### src/rtl/aurora_pkg.sv
// Shared types and default parameters for the Aurora simplex init block.
package aurora_pkg;
  localparam int N_LANES_DEF        = 4;
  localparam int TIMEOUT_CYCLES_DEF = 1024;
  localparam int VERIFY_SEQ_DEF     = 64;
  localparam int RST_HOLD_DEF       = 16;

  typedef enum logic [2:0] {
    OS_IDLE   = 3'd0,
    OS_ALIGN  = 3'd1,
    OS_BOND   = 3'd2,
    OS_VERIFY = 3'd3,
    OS_DATA   = 3'd4
  } os_sel_t;

  typedef enum logic [2:0] {
    RST    = 3'd0,
    ALIGN  = 3'd1,
    BOND   = 3'd2,
    VERIFY = 3'd3,
    READY  = 3'd4
  } init_state_t;

  // Ordered set sent by an active lane in a given state.
  function automatic os_sel_t state_os(init_state_t s);
    case (s)
      ALIGN:   return OS_ALIGN;
      BOND:    return OS_BOND;
      VERIFY:  return OS_VERIFY;
      READY:   return OS_DATA;
      default: return OS_IDLE;
    endcase
  endfunction
endpackage

### src/rtl/aurora_init_timer.sv
// Up-counter with clear and enable; tc is high once the count reaches MAX_CYCLES-1.
module aurora_init_timer #(
  parameter int MAX_CYCLES = 1024
) (
  input  logic clk,
  input  logic rst,
  input  logic clr,
  input  logic en,
  output logic tc
);
  localparam int W = (MAX_CYCLES > 1) ? $clog2(MAX_CYCLES) : 1;
  localparam logic [W-1:0] LAST = W'(MAX_CYCLES - 1);

  logic [W-1:0] cnt_q, cnt_d;

  always_comb begin
    cnt_d = cnt_q;
    if (clr) begin
      cnt_d = '0;
    end else if (en && (cnt_q != LAST)) begin
      cnt_d = cnt_q + 1'b1;
    end
  end

  always_ff @(posedge clk or posedge rst) begin
    if (rst) cnt_q <= '0;
    else     cnt_q <= cnt_d;
  end

  assign tc = (cnt_q == LAST);
endmodule

### src/rtl/aurora_simplex_init.sv
// Simplex channel bring-up FSM: RST -> ALIGN -> (BOND) -> VERIFY -> READY,
// with per-state timeouts, receiver-requested resets and lane-mask supervision.
module aurora_simplex_init
  import aurora_pkg::*;
#(
  parameter int N_LANES        = N_LANES_DEF,
  parameter int TIMEOUT_CYCLES = TIMEOUT_CYCLES_DEF,
  parameter int VERIFY_SEQ     = VERIFY_SEQ_DEF,
  parameter int RST_HOLD       = RST_HOLD_DEF
) (
  input  logic                  clk,
  input  logic                  rst,
  input  logic                  single_lane,
  input  logic [N_LANES-1:0]    lane_select,
  input  logic                  simplex_aligned,
  input  logic                  simplex_bonded,
  input  logic                  simplex_verified,
  input  logic                  simplex_reset,
  input  logic                  tx_ready,
  output os_sel_t [N_LANES-1:0] os_sel,
  output logic [N_LANES-1:0]    lane_active,
  output logic                  channel_up,
  output init_state_t           init_state,
  output logic                  timeout_err,
  output logic [7:0]            retry_cnt
);
  localparam int HOLD_W = $clog2(RST_HOLD + 1);
  localparam int VER_W  = $clog2(VERIFY_SEQ + 1);
  localparam logic [HOLD_W-1:0] HOLD_LAST = HOLD_W'(RST_HOLD - 1);
  localparam logic [VER_W-1:0]  VER_DONE  = VER_W'(VERIFY_SEQ);

  init_state_t           state_q, state_d;
  logic [HOLD_W-1:0]     hold_q, hold_d;
  logic [VER_W-1:0]      ver_q, ver_d;
  logic [N_LANES-1:0]    sel_q, sel_d;
  logic                  single_q, single_d;
  logic [N_LANES-1:0]    lane_active_q, lane_active_d;
  os_sel_t [N_LANES-1:0] os_sel_q, os_sel_d;
  logic                  channel_up_q, channel_up_d;
  logic                  timeout_err_q, timeout_err_d;
  logic [7:0]            retry_q, retry_d;

  logic [N_LANES-1:0] eff_mask;
  logic               found;
  logic               mask_changed, state_change;
  logic               timer_clr, timer_en, timer_tc;

  always_comb begin
    eff_mask = lane_select;
    found    = 1'b0;
    if (single_lane) begin
      eff_mask = '0;
      for (int i = 0; i < N_LANES; i++) begin
        if (lane_select[i] && !found) begin
          eff_mask[i] = 1'b1;
          found       = 1'b1;
        end
      end
    end
  end

  // Raw select/mode are latched so a change is seen even if the effective mask is unchanged.
  assign mask_changed = (lane_select != sel_q) || (single_lane != single_q);

  always_comb begin
    state_d       = state_q;
    sel_d         = sel_q;
    single_d      = single_q;
    lane_active_d = lane_active_q;
    timeout_err_d = 1'b0;
    retry_d       = retry_q;
    if (state_q == RST) begin
      if ((hold_q == HOLD_LAST) && (eff_mask != '0)) begin
        state_d       = ALIGN;
        sel_d         = lane_select;
        single_d      = single_lane;
        lane_active_d = eff_mask;
      end
    end else if (simplex_reset || mask_changed) begin
      state_d = RST;
    end else begin
      case (state_q)
        ALIGN:   if (simplex_aligned)
                   state_d = (single_q || ($countones(lane_active_q) == 1)) ? VERIFY : BOND;
        BOND:    if (simplex_bonded) state_d = VERIFY;
        VERIFY:  if ((ver_q == VER_DONE) && simplex_verified) state_d = READY;
        default: ;
      endcase
      if ((state_d == state_q) && (state_q != READY) && timer_tc) begin
        state_d       = RST;
        timeout_err_d = 1'b1;
        if (retry_q != 8'hFF) retry_d = retry_q + 8'd1;
      end
    end
  end

  assign state_change = (state_d != state_q);

  always_comb begin
    hold_d = hold_q;
    ver_d  = ver_q;
    if (state_change) begin
      hold_d = '0;
      ver_d  = '0;
    end else begin
      if ((state_q == RST) && (hold_q != HOLD_LAST)) hold_d = hold_q + 1'b1;
      if ((state_q == VERIFY) && tx_ready && (ver_q != VER_DONE)) ver_d = ver_q + 1'b1;
    end
  end

  assign timer_clr = state_change || (state_q == RST) || (state_q == READY);
  assign timer_en  = !timer_clr;

  aurora_init_timer #(
    .MAX_CYCLES(TIMEOUT_CYCLES)
  ) u_timer (
    .clk (clk),
    .rst (rst),
    .clr (timer_clr),
    .en  (timer_en),
    .tc  (timer_tc)
  );

  // Outputs are computed from the next state so they line up with init_state.
  always_comb begin
    channel_up_d = (state_d == READY);
    for (int i = 0; i < N_LANES; i++) begin
      os_sel_d[i] = lane_active_d[i] ? state_os(state_d) : OS_IDLE;
    end
  end

  always_ff @(posedge clk or posedge rst) begin
    if (rst) begin
      state_q       <= RST;
      hold_q        <= '0;
      ver_q         <= '0;
      sel_q         <= '0;
      single_q      <= 1'b0;
      lane_active_q <= '0;
      channel_up_q  <= 1'b0;
      timeout_err_q <= 1'b0;
      retry_q       <= '0;
      for (int i = 0; i < N_LANES; i++) os_sel_q[i] <= OS_IDLE;
    end else begin
      state_q       <= state_d;
      hold_q        <= hold_d;
      ver_q         <= ver_d;
      sel_q         <= sel_d;
      single_q      <= single_d;
      lane_active_q <= lane_active_d;
      channel_up_q  <= channel_up_d;
      timeout_err_q <= timeout_err_d;
      retry_q       <= retry_d;
      os_sel_q      <= os_sel_d;
    end
  end

  assign init_state  = state_q;
  assign os_sel      = os_sel_q;
  assign lane_active = lane_active_q;
  assign channel_up  = channel_up_q;
  assign timeout_err = timeout_err_q;
  assign retry_cnt   = retry_q;
endmodule

### config.mk
export PLATFORM = sky130hd
export DESIGN_NAME = aurora_simplex_init
export DESIGN_NICKNAME = d
export VERILOG_FILES = /design/src/rtl/aurora_pkg.sv /design/src/rtl/aurora_init_timer.sv /design/src/rtl/aurora_simplex_init.sv
export SDC_FILE = /design/constraint.sdc
export NUM_CORES = 1
export LEC_CHECK = 0
export BUFFER_PORTS_ARGS = -buffer_cell sky130_fd_sc_hd__buf_2
export CORE_MARGIN = 2
export CORE_UTILIZATION = 45
export DETAILED_ROUTE_END_ITERATION = 8
export GPL_ROUTABILITY_DRIVEN = 1
export SLEW_MARGIN = 20
export SYNTH_ARGS = -nofsm -noshare
export SYNTH_HDL_FRONTEND = slang
export SYNTH_HIERARCHICAL = 1
export SYNTH_SLANG_ARGS = --single-unit
### constraint.sdc
create_clock -name clk -period 4.5 [get_ports clk]
set_input_delay 0.225 -clock clk [delete_from_list [all_inputs] [get_ports clk]]
set_output_delay 0.225 -clock clk [all_outputs]
set_load 0.1 [all_outputs]
==> results.md <==
* Initial core utilization at between 40% and 50%
* Worst-margin pin slew at 0.788 ns
* Fill cells at 609
* CP Launch Type: register
* TritonCTS sink count at 56
* Crit path time final at between 3 and 4 ns
* DR WL/cell at approximately 15 µm
* Max-slew headroom at 47.4%
* Vias in the first global route at ~2200
* Mean post-synth cell area at ~10 µm²
* FMAX at between 200 and 300 MHz
* Top-count cell post-synth: dfrtp_1
* Gr busiest metal: met2
* Register Area at about 0.0014 mm²
* Drt total wl at between 6000 and 7000 µm
* Cells after DPL at ~400
* Iteration count of the initial detailed-routing pass at 4
* Chip height at around 86 µm
* Internal power at about 0.84 mW
* Flop pwr share at 45.0%
* Final-report hold violation count at 0
* # rows at 29
* Multi-input gate area at between 0.001 and 0.0015 mm²
* Worst-path fanout max at 14
* Clock transition at the registers of the reported paths at roughly 0.11 ns
* LEAKAGE at between 1.5 and 2 nW
* Final Slew Violations at 0
* RSZ-0062 raised after global routing: no
* Max Buffers Root-to-Sink at 2
* Post-synth top area cell: dfrtp_1
* DR iter-0 viols at 85
* PortBufs at 40
* Largest net degree at the start of global routing at 47
* CTS Buf Count at 5
* Congestion Overflow GR at 0
* Initial antenna violation count at 0
* Min Hold Slack at 0.191 ns
* Share of cells above drive strength 1 at ~23%
* Total setup buffers inserted after CTS at 0
* CP required at 4.71 ns
* DR vias at between 2000 and 2500
* Antenna diodes at 0
* Endpoint type of the worst setup path: register
* Power per Cell Area at slightly above 400 mW/mm²
* Synthesized cell area at 0.00304 mm²
* Net Sw Frac at roughly two fifths
* Met3 usage at 3.71%
* Non-filler instance count after layout at about 410
* Maximum VDD drop at about 0.19 mV
* Synth cell types at 66
* Final ANT Viol Nets at 0
* Period utilization at about 81%
* Nets@finish at between 300 and 400
* Area Growth Syn to Fin at 11.0%
* Yosys reg bits at 56
* Total track usage at approximately 18%
* GPL Wtd Cong at between 0.7 and 0.8
* Via density at approximately 5.6
* Predominant post-synthesis flop cell: dfrtp_1
* Syn_nets at around 320
* Finished Cell Area at ~0.0034 mm²
* Top-area cell type share of the netlist area at roughly 46%
* Critical path type: register to register
* Placed wire-length estimate at ~4400 µm
* Comb pwr share at between 30 and 40%
* Crit path DAT at between 3 and 4 ns
* Setup_tns at 0 ns
* Status: completed
* CTS tree: built
* Number of I/O pins at 41
* Clock insertion delay at the later pin of the skew report at between 0.3 and 0.4 ns
* Fin Clk Skew at about 0.0086 ns
* Psw at 0.558 mW
* Max cap viols at 0
* Synth warn at 6
* Register area share after synthesis at 46.1%
* Final setup viols at 0
* Core ar. at 0.00646 mm²
* DRC at 0
* Clock share of power at between 20% and 30%
* Top cells by count, synth: dfrtp_1 (56), nor2_1 (22), inv_1 (21)
* Die Footprint at around 0.0074 mm²
* Worst min path class: primary input to register
* Post-synth EDFFs at 0
* Routing usage on met2 at ~28%
* Placed cell area at approximately 0.0033 mm²
* Asr flop ratio synth at 100%
* Htree depth at 2
* Grt met1 use at about a quarter
* Global-route wire length before repair at 10600 µm
* Die X at around 86 µm
* Top cells by area, synth: dfrtp_1 (46%), xor2_1 (3.7%), ha_1 (3.3%), nor3_1 (2.8%), nor2_1 (2.7%)
* Root cell of the clock tree: clkbuf_8
* Synthesized instance count at around 300
## critical path: stages, from the launching register on
cell and delay, ns:
dfrtp_1 0.39, inv_1 0.07, fa_1 0.54, inv_1 0.04, ha_1 0.17, ha_1 0.27, nor3b_1 0.04, o31a_1 0.24
a221oi_1 0.42, o31ai_1 0.11, nand3_1 0.09, buf_4 0.20, a21o_1 0.37, nand2b_1 0.18, nor4_1 0.05, or3_1 0.36
## cell usage in the layout (no fill, tap or decap), drive strengths merged, types with 3 or more instances in the layout
master,count
a211oi,5
a21oi,9
a311oi,4
a31oi,5
a41oi,4
and2,4
and3,8
buf,42
clkbuf,5
dfrtp,56
ha,8
inv,21
mux2,8
mux2i,3
nand2,19
nand2b,5
nand3,10
nand4,8
nor2,22
nor2b,5
nor3,17
nor3b,5
nor4,5
o21ai,6
or3,4
xnor2,5
xor2,13
## final cells by class
class                      count  area share [%]
inverter                      21            2.37
tap                           77            2.86
multi-input combinational    209            43.7
clock buffer                   5            2.04
sequential                    56            41.5
clock inverter                 3           0.816
timing repair buffer          43            6.68
## routing by layer
metal	up-vias	part of all wire, %
li1	1144	-
met1	1138	49
met2	46	46
met3	6	4.0
met4	0	0.87
met5	-	0
## logic make-up after synthesis
family / Yosys count / share of synthesized area (%)
flip-flops: 56 / 46.1
XOR/XNOR: 18 / 5.19
AO/OA/AOI/OAI: 50 / 12.6
adder cells (fa/ha/maj): 9 / 3.95
buffers and inverters: 31 / 5.39
multiplexers: 11 / 3.95
AND/OR/NAND/NOR: 121 / 22.8
## sequential cells by signal, indices dropped and copies added, names as in the netlist
register / cells
channel_up: 1
hold_q: 5
init_state: 3
lane_active: 4
os_sel: 12
retry_cnt: 8
sel_q: 4
single_q: 1
timeout_err: 1
u_timer/cnt_q: 10
ver_q: 7
## path summary, 6_finish.rpt
check                      cells past startpoint  slack [ns]          endpoint            from
max in group asynchronous                      3        3.45          ver_q[3]             rst
max reg2reg                                   15        0.85  u_timer/cnt_q[1]  lane_active[0]
min in group asynchronous                      3        0.43  u_timer/cnt_q[3]             rst
min                                            2        0.19          sel_q[2]  lane_select[2]
min reg2reg                                    1        0.51      retry_cnt[3]    retry_cnt[3]
max                                           15        0.85  u_timer/cnt_q[1]  lane_active[0]
## repair_timing
item / in CTS / in global routing
hold buffers: 1 / 0
hold endpoints to repair: 10 / 0
gates resized for setup: 0 / 0
## power by group through the flow
stage / Clock [mW] / Sequential (mW) / Combinational (mW)
2_1_floorplan: 0 / 0.766 / 0.254
3_3_place_gp: 0 / 0.635 / 0.470
3_5_place_dp: 0 / 0.639 / 0.483
4_1_cts: 0.304 / 0.629 / 0.485
5_1_grt: 0.324 / 0.641 / 0.529
6_report: 0.290 / 0.629 / 0.479
## through the flow
step	power, mW	util [%]	worst slack (ns)
2_1_floorplan	1.02	-	0.488
3_3_place_gp	1.10	50.6	0.979
3_5_place_dp	1.12	50.6	0.893
4_1_cts	1.42	52.2	0.871
5_1_grt	1.49	52.2	0.588
6_report	1.40	52.2	0.847
(Power assumes the default switching activity.)
